<file path="config.mk">
export PLATFORM = sky130hd
export DESIGN_NAME = pipeline_register
export DESIGN_NICKNAME = d
export VERILOG_FILES = /design/src/rtl/pipe_pkg.sv /design/src/rtl/pipe_stage.sv /design/src/rtl/pipeline_register.sv
export SDC_FILE = /design/constraint.sdc
export NUM_CORES = 1
export LEC_CHECK = 0
export BUFFER_PORTS_ARGS = -buffer_cell sky130_fd_sc_hd__buf_2
export CORE_MARGIN = 2
export CORE_UTILIZATION = 45
export CTS_CLUSTER_DIAMETER = 30
export DETAILED_ROUTE_END_ITERATION = 6
export GPL_TIMING_DRIVEN = 0
export PLACE_DENSITY = 0.69
export SYNTH_ARGS = -nofsm -noshare
export SYNTH_HDL_FRONTEND = slang
export SYNTH_SLANG_ARGS = --single-unit
</file>
<file path="constraint.sdc">
create_clock -name clk -period 2.1 [get_ports clk]
set_input_delay 0.315 -clock clk [delete_from_list [all_inputs] [get_ports clk]]
set_output_delay 0.315 -clock clk [all_outputs]
set_load 0.05 [all_outputs]
</file>
<file path="src/rtl/pipe_pkg.sv">
// rtl/pipe_pkg.sv - shared constants and helpers for the pipeline_register slice
package pipe_pkg;

    localparam int DEPTH_DEFAULT = 2;

    // Width needed to count 0..depth valid stages inclusive.
    function automatic int occ_width(input int depth);
        return $clog2(depth + 1);
    endfunction

endpackage

</file>
<file path="src/rtl/pipe_stage.sv">
// rtl/pipe_stage.sv - one valid+data slot of the pipeline chain
module pipe_stage
    import pipe_pkg::*;
#(
    parameter int          N        = 32,
    parameter logic [N-1:0] init_val = '0
) (
    input  logic         clk,
    input  logic         reset,
    input  logic         flush,
    input  logic         load,
    input  logic         src_valid,
    input  logic [N-1:0] src_data,
    output logic         valid,
    output logic [N-1:0] data
);

    // Flush drops only the valid flag; data is kept so the output word stays quiet.
    always_ff @(posedge clk or negedge reset) begin
        if (!reset) begin
            valid <= 1'b0;
            data  <= init_val;
        end else if (flush) begin
            valid <= 1'b0;
        end else if (load) begin
            valid <= src_valid;
            if (src_valid) begin
                data <= src_data;
            end
        end
    end

endmodule

</file>
<file path="src/rtl/pipeline_register.sv">
// rtl/pipeline_register.sv - DEPTH-stage stallable, flushable pipeline register; PIPE_OCCUPANCY_EN adds Occupancy
module pipeline_register
    import pipe_pkg::*;
#(
    parameter int           N        = 32,
    parameter int           DEPTH    = DEPTH_DEFAULT,
    parameter logic [N-1:0] init_val = '0
) (
    input  logic         clk,
    input  logic         reset,
    input  logic         Flush,
    input  logic         InValid,
    output logic         InReady,
    input  logic [N-1:0] DataInput,
    output logic         OutValid,
    input  logic         OutReady,
    output logic [N-1:0] DataOutput
`ifdef PIPE_OCCUPANCY_EN
    ,
    output logic [occ_width(DEPTH)-1:0] Occupancy
`endif
);

    logic [DEPTH-1:0] valid_q;
    logic [N-1:0]     data_q [DEPTH];
    logic [DEPTH-1:0] rdy;

    // An empty stage always accepts, which is what collapses bubbles under stall.
    always_comb begin
        logic r;
        rdy = '0;
        r   = OutReady;
        for (int i = DEPTH - 1; i >= 0; i--) begin
            r      = ~valid_q[i] | r;
            rdy[i] = r;
        end
    end

    for (genvar i = 0; i < DEPTH; i++) begin : g_stage
        logic         src_valid;
        logic [N-1:0] src_data;

        if (i == 0) begin : g_head
            assign src_valid = InValid;
            assign src_data  = DataInput;
        end else begin : g_link
            assign src_valid = valid_q[i-1];
            assign src_data  = data_q[i-1];
        end

        pipe_stage #(
            .N        (N),
            .init_val (init_val)
        ) u_stage (
            .clk       (clk),
            .reset     (reset),
            .flush     (Flush),
            .load      (rdy[i]),
            .src_valid (src_valid),
            .src_data  (src_data),
            .valid     (valid_q[i]),
            .data      (data_q[i])
        );
    end

    assign InReady    = rdy[0] & ~Flush;
    assign OutValid   = valid_q[DEPTH-1] & ~Flush;
    assign DataOutput = data_q[DEPTH-1];

`ifdef PIPE_OCCUPANCY_EN
    localparam int OW = occ_width(DEPTH);

    logic in_xfer;
    logic out_xfer;

    assign in_xfer  = InValid & InReady;
    assign out_xfer = OutValid & OutReady;

    always_ff @(posedge clk or negedge reset) begin
        if (!reset) begin
            Occupancy <= '0;
        end else if (Flush) begin
            Occupancy <= '0;
        end else if (in_xfer && !out_xfer) begin
            Occupancy <= Occupancy + OW'(1);
        end else if (out_xfer && !in_xfer) begin
            Occupancy <= Occupancy - OW'(1);
        end
    end
`endif

endmodule
</file>
==> results of run 1 <==
## cell type report
class                           instances  area, um^2
Buffer                                  7        86.3
Clock buffer                           10         138
Clock inverter                          6        32.5
Fill cell                             450        2330
Multi-Input combinational cell         74         897
Sequential cell                        66        1650
Tap cell                               72        90.1
Timing Repair Buffer                   70         353
## metal layers
metal | global-route usage, % | vias to the layer above | part of all wire, %
met4 | 8.14 | 0 | 2.1
met3 | 5.17 | 9 | 6.2
met5 | 0 | - | 0
met1 | 22.0 | 722 | 48
li1 | - | 680 | -
met2 | 21.3 | 47 | 44
## critical path, delay by kind of cell (launching register included)
kind | cells | cell delay, ns
mux | 1 | 0.37
buf+inv | 1 | 0.34
simple gates | 2 | 0.57
flops | 1 | 0.39
## flip-flops by register name, summed over array words and instances (netlist names)
register and flops:
g_stage.u_stage.data 64, g_stage.u_stage.valid 2
## worst paths after layout
path / start / endpoint / slack, ns
worst max-delay path: g_stage[1].u_stage.valid / g_stage[1].u_stage.data[28] / 0.31
worst min-delay path: reset / g_stage[0].u_stage.data[28] / 0.07
worst max register to register: g_stage[1].u_stage.valid / g_stage[1].u_stage.data[28] / 0.31
worst min register to register: g_stage[1].u_stage.data[3] / g_stage[1].u_stage.data[3] / 0.50
max in group asynchronous: reset / g_stage[1].u_stage.data[19] / 1.51
min in group clk: Flush / g_stage[1].u_stage.valid / 0.21
## power by group through the flow
stage	logic, mW	clock network (mW)	registers, mW
floorplan	0.362	0	2.36
global placement	1.33	0	1.70
detailed placement	1.34	0	1.72
CTS	1.35	0.946	1.70
global route	1.39	1.03	1.73
finish	1.33	0.907	1.69
## cells in the final DEF (no fill, tap or decap), drive strengths merged
| cell | instances |
|---|---|
| buf | 77 |
| dfrtp | 66 |
| mux2 | 64 |
| clkbuf | 10 |
| nor2 | 5 |
| clkinv | 5 |
| nor2b | 1 |
| and2b | 1 |
| nor3b | 1 |
| and3b | 1 |
| or3b | 1 |
| clkinvlp | 1 |
## stage by stage
step                      hold slack (ns)  instance area [um^2]  instances  utilization, %
final                              0.0695                  3250        305            58.3
after CTS                          0.0941                  3250        305            58.3
after global routing                0.134                  3250        305            58.3
after detailed placement            0.458                  3080        289            55.2
after floorplan                    0.0194                  2640        147               -
after global placement              0.483                  3080        289            55.2
## cells by family (layout without fill, tap and decap cells)
kind of cell | after synthesis | after routing | synth area share [%]
flops | 66 | 66 | 62.7
mux | 64 | 64 | 31.6
simple gates | 10 | 10 | 2.42
buf+inv | 7 | 93 | 3.28
==> flow_summary_export.csv, run 1 <==
group,metric,value,unit
setup_path,start_kind,"register",
synth,yosysSeqAreaShare,62.7,%
drt,wirelength,4500,um
clock_tree,clk_pin_slew_worst_paths,0.07,ns
pwr,p_per_area,1210,nW/um^2
global_routing,grt_max_degree,67,
placement,portBuffers,70,
sta,min_period,1.79,ns
clock_tree,cts_buffer_depth,2,
synth,ys_types,12,
job,cap_violations,0,
global_routing,grt_pass1_vias,1497,
global_routing,overflow,0,
global_routing,grt_antenna_before_repair,0,
pwr,clockPowerShare,23.1,%
status,status,"complete, no violations",
drt,wl_per_cell,14.7,um
synth,synthTopCellsByCount,"dfrtp_1, mux2_2, mux2_4",
sta,fin_crit_sh,85.3,%
setup_path,r2r_cells,4,
setup_path,crit_type,"register to register",
pwr,pwr-share-seq,43.1,%
floorplanning,die_h,80.5,um
clock_tree,post-cts-setup-buffer-count,0,
synth,syn_nets,184,
drt,vias_per_cell,4.78,
synth,syn_inst,147,
synth,ys_seq_elements,66,
floorplanning,boundaryPins,71,
pwr,ir_worst_vdd,0.625,mV
setup_path,slowest_stage,"dfrtp_1",
synth,ys_warn_count,0,
synth,syn-cell-area,2640,um^2
floorplanning,die_w,80.5,um
synth,synth-main-ff-cell,"dfrtp_1",
layout,diodes,0,
placement,post-place-ws,0.233,ns
layout,area_growth,23.3,%
clock_tree,htreeDepth,3,
drt,first_pass_iters,4,
sta,hold_viol,0,
floorplanning,initial_utilization,47.3,%
synth,synth_edf_count,0,
sta,max_freq,558,MHz
synth,synth_async_sr_flop_share,100,%
sta,worst_slack,0.308,ns
placement,hpwl,3060,um
drt,postRouteAntennaNets,0,
sta,finalMaxSlewViolations,0,
sta,tightestPinTransition,0.796,ns
pwr,p_comb_share,33.9,%
floorplanning,core_area,5570,um^2
drt,drtIter0Drc,47,
synth,synth_area_leaders,"dfrtp_1, mux2_4, mux2_2, buf_12, nor2_1",
setup_path,worst-endpoint-required,2.31,ns
pwr,p_leak,1.64,nW
clock_tree,clk_latency,0.33,ns
setup_path,cpPeakStageDelay,0.39,ns
placement,globalplace.congestion,0.731,
clock_tree,cts.sinks,66,
pwr,switchingPower,1.49,mW
floorplanning,num_rows,27,
setup_path,crit_chain,"and2b_2, nor3b_2, buf_2, mux2_2",
clock_tree,cts_tree,"built",
synth,synth.top_cell.area_share,62.7,%
clock_tree,post_cts_resized,0,
synth,yosysTopAreaCell,"dfrtp_1",
sta,worst_clock_skew,0.00337,ns
layout,drive_above_1_share,68.2,%
pwr,fin_total_pwr,3.93,mW
clock_tree,cts_inserted_buffers,9,
pwr,switching_share,37.9,%
sta,setup_tns,0,ns
global_routing,grt.total_usage,15.6,%
global_routing,grt_pass1_wl,7380,um
synth,yosysMostFrequentCell,"dfrtp_1",
clock_tree,ctsHoldBuffers,0,
sta,rsz0062_at_grt,"no",
pwr,p_int,2.44,mW
drt,vias,1458,
setup_path,arrival,2.01,ns
setup_path,cp_max_fo,10,
hold_path,hold_class,"input pin to asynchronous set/reset pin",
sta,slew_headroom,46.9,%
setup_path,endpoint_kind,"register",
layout,nNetsFinal,265,
drt,drc,0,
clock_tree,cts_root_buf,"clkbuf_8",
synth,synth_area_per_cell,17.9,um^2
floorplanning,die-area,6480,um^2
sta,setup_viol,0,
(Power assumes the default switching activity.)
==> run 2, diff against run 1 <==
--- a/config.mk
+++ b/config.mk
@@ -11,7 +11,7 @@
 export CTS_CLUSTER_DIAMETER = 30
 export DETAILED_ROUTE_END_ITERATION = 6
 export GPL_TIMING_DRIVEN = 0
-export PLACE_DENSITY = 0.69
+export PLACE_DENSITY = 0.8
 export SYNTH_ARGS = -nofsm -noshare
 export SYNTH_HDL_FRONTEND = slang
 export SYNTH_SLANG_ARGS = --single-unit
==> run 2 against run 1 <==
  * Non-clock buffer count is the same
  * Core utilization grew 0.29 points
  * Die area stayed put
  * Sequential cell count unchanged
  * Worst hold slack gained 0.0083 ns
  * Clock skew rose by 0.0053 ns
  * Worst setup slack improved by 0.051 ns
  * Total power grew 2.6%
  * Clock-buffer cell count is 1 higher
  * Largest cell class unchanged
  * Largest power group unchanged
==> flow_summary_export.csv, run 2 (same netlist as run 1, synthesis figures left out) <==
group,metric,value,unit
global_routing,overflow,0,
setup_path,endpoint_kind,"register",
layout,top_regs,"g_stage.u_stage.data: 64 flops, g_stage.u_stage.valid: 2 flops",
drt,vias,1447,
floorplanning,die-area,6480,um^2
setup_path,start_kind,"register",
global_routing,grt_pass1_vias,1573,
sta,setup_viol,0,
hold_path,hold_class,"input pin to asynchronous set/reset pin",
global_routing,grt_max_degree,67,
pwr,p_comb_share,33.1,%
pwr,p_per_area,1240,nW/um^2
setup_path,cp_max_fo,10,
layout,seqCellArea,1650,um^2
clock_tree,ctsHoldBuffers,0,
clock_tree,cts_tree,"built",
status,status,"complete, no violations",
drt,drc,0,
floorplanning,core_area,5570,um^2
sta,worst_clock_skew,0.00867,ns
layout,regMostFlops,"g_stage.u_stage.data",
layout,area_growth,23.9,%
clock_tree,post-cts-setup-buffer-count,0,
pwr,fin_total_pwr,4.03,mW
setup_path,arrival,1.95,ns
drt,wirelength,4600,um
pwr,ir_worst_vdd,0.737,mV
clock_tree,clk_latency,0.33,ns
setup_path,crit_type,"register to register",
placement,hpwl,3210,um
global_routing,grt_antenna_before_repair,0,
floorplanning,num_rows,27,
clock_tree,post_cts_resized,0,
floorplanning,initial_utilization,47.3,%
clock_tree,clk_pin_slew_worst_paths,0.07,ns
pwr,pwr-share-seq,41.9,%
pwr,p_int,2.54,mW
pwr,switching_share,37.1,%
placement,globalplace.congestion,0.730,
sta,finalMaxSlewViolations,0,
sta,max_freq,574,MHz
floorplanning,die_w,80.5,um
setup_path,worst-endpoint-required,2.30,ns
drt,wl_per_cell,15.1,um
pwr,p_leak,1.64,nW
global_routing,grt_pass1_wl,7450,um
pwr,switchingPower,1.50,mW
clock_tree,cts.sinks,66,
sta,hold_viol,0,
sta,slew_headroom,46.5,%
drt,postRouteAntennaNets,0,
drt,drtIter0Drc,28,
clock_tree,cts_root_buf,"clkbuf_8",
placement,portBuffers,70,
drt,vias_per_cell,4.74,
clock_tree,cts_buffer_depth,2,
layout,final_cell_mix,"buf_2, dfrtp_1, mux2_2",
clock_tree,cts_inserted_buffers,9,
clock_tree,htreeDepth,3,
sta,tightestPinTransition,0.803,ns
sta,min_period,1.74,ns
pwr,clockPowerShare,25.0,%
sta,setup_tns,0,ns
layout,final_common_cell,"buf_2",
layout,diodes,0,
layout,multi_input_area,897,um^2
layout,num-fill-cells,456,
layout,largest_reg_flops,64,
sta,rsz0062_at_grt,"no",
layout,drive_above_1_share,67.4,%
drt,first_pass_iters,2,
sta,fin_crit_sh,82.9,%
job,cap_violations,0,
floorplanning,die_h,80.5,um
floorplanning,boundaryPins,71,
layout,nNetsFinal,265,
global_routing,grt.total_usage,15.6,%
## run 2: cell types whose count changed in the layout (fill, tap and decap cells not counted)
cell,before,now
bufinv_16,0,1
clkbuf_8,10,9
clkbuf_1,0,2
clkinv_2,5,2
clkinvlp_4,1,2
## run 2: layer usage
metal | up-vias | track usage, % | part of all wire [%]
met3 | 9 | 4.38 | 5.1
met5 | - | 0 | 0
met2 | 39 | 23.8 | 49
met1 | 725 | 19.9 | 45
met4 | 0 | 9.15 | 1.7
li1 | 674 | - | -
## run 2: power by group through the flow
stage	clock network, mW	logic, mW	registers, mW
finish	1.01	1.34	1.69
global route	1.10	1.40	1.73
CTS	1.04	1.35	1.69
detailed placement	0	1.35	1.71
global placement	0	1.33	1.70
floorplan	0	0.362	2.36
## run 2: critical path, cell delays in order, from the launching register on
cell and delay (ns):
dfrtp_1 0.38, and2b_2 0.21, nor3b_2 0.32, buf_2 0.34, mux2_2 0.38
## run 2: final cells by class
| type | count | area share [%] |
|---|---|---|
| timing repair buffer | 70 | 10.8 |
| buffer | 7 | 2.64 |
| sequential | 66 | 50.6 |
| clock buffer | 11 | 4.02 |
| clock inverter | 5 | 1.69 |
| multi-input combinational | 74 | 27.5 |
| tap | 72 | 2.76 |
## run 2: worst paths after layout
path / startpoint / cells after the start / endpoint / slack, ns
max in group asynchronous: reset / 1 / g_stage[0].u_stage.data[10] / 1.49
min in group clk: DataInput[25] / 2 / g_stage[0].u_stage.data[25] / 0.21
worst min-delay path: reset / 1 / g_stage[0].u_stage.data[26] / 0.08
worst min register to register: g_stage[1].u_stage.data[2] / 1 / g_stage[1].u_stage.data[2] / 0.50
worst max-delay path: g_stage[1].u_stage.valid / 4 / g_stage[1].u_stage.data[6] / 0.36
worst max register to register: g_stage[1].u_stage.valid / 4 / g_stage[1].u_stage.data[6] / 0.36
## run 2: per-stage QoR
| stage | instances | setup slack [ns] | hold WS [ns] | utilization (%) | instance area, um^2 |
|---|---|---|---|---|---|
| after floorplan | 147 | 0.504 | 0.0194 | - | 2640 |
| after global placement | 289 | 0.306 | 0.484 | 55.2 | 3080 |
| after detailed placement | 289 | 0.277 | 0.465 | 55.2 | 3080 |
| after CTS | 305 | 0.318 | 0.0985 | 58.6 | 3260 |
| after global routing | 305 | 0.237 | 0.148 | 58.6 | 3260 |
| final | 305 | 0.359 | 0.0778 | 58.6 | 3260 |
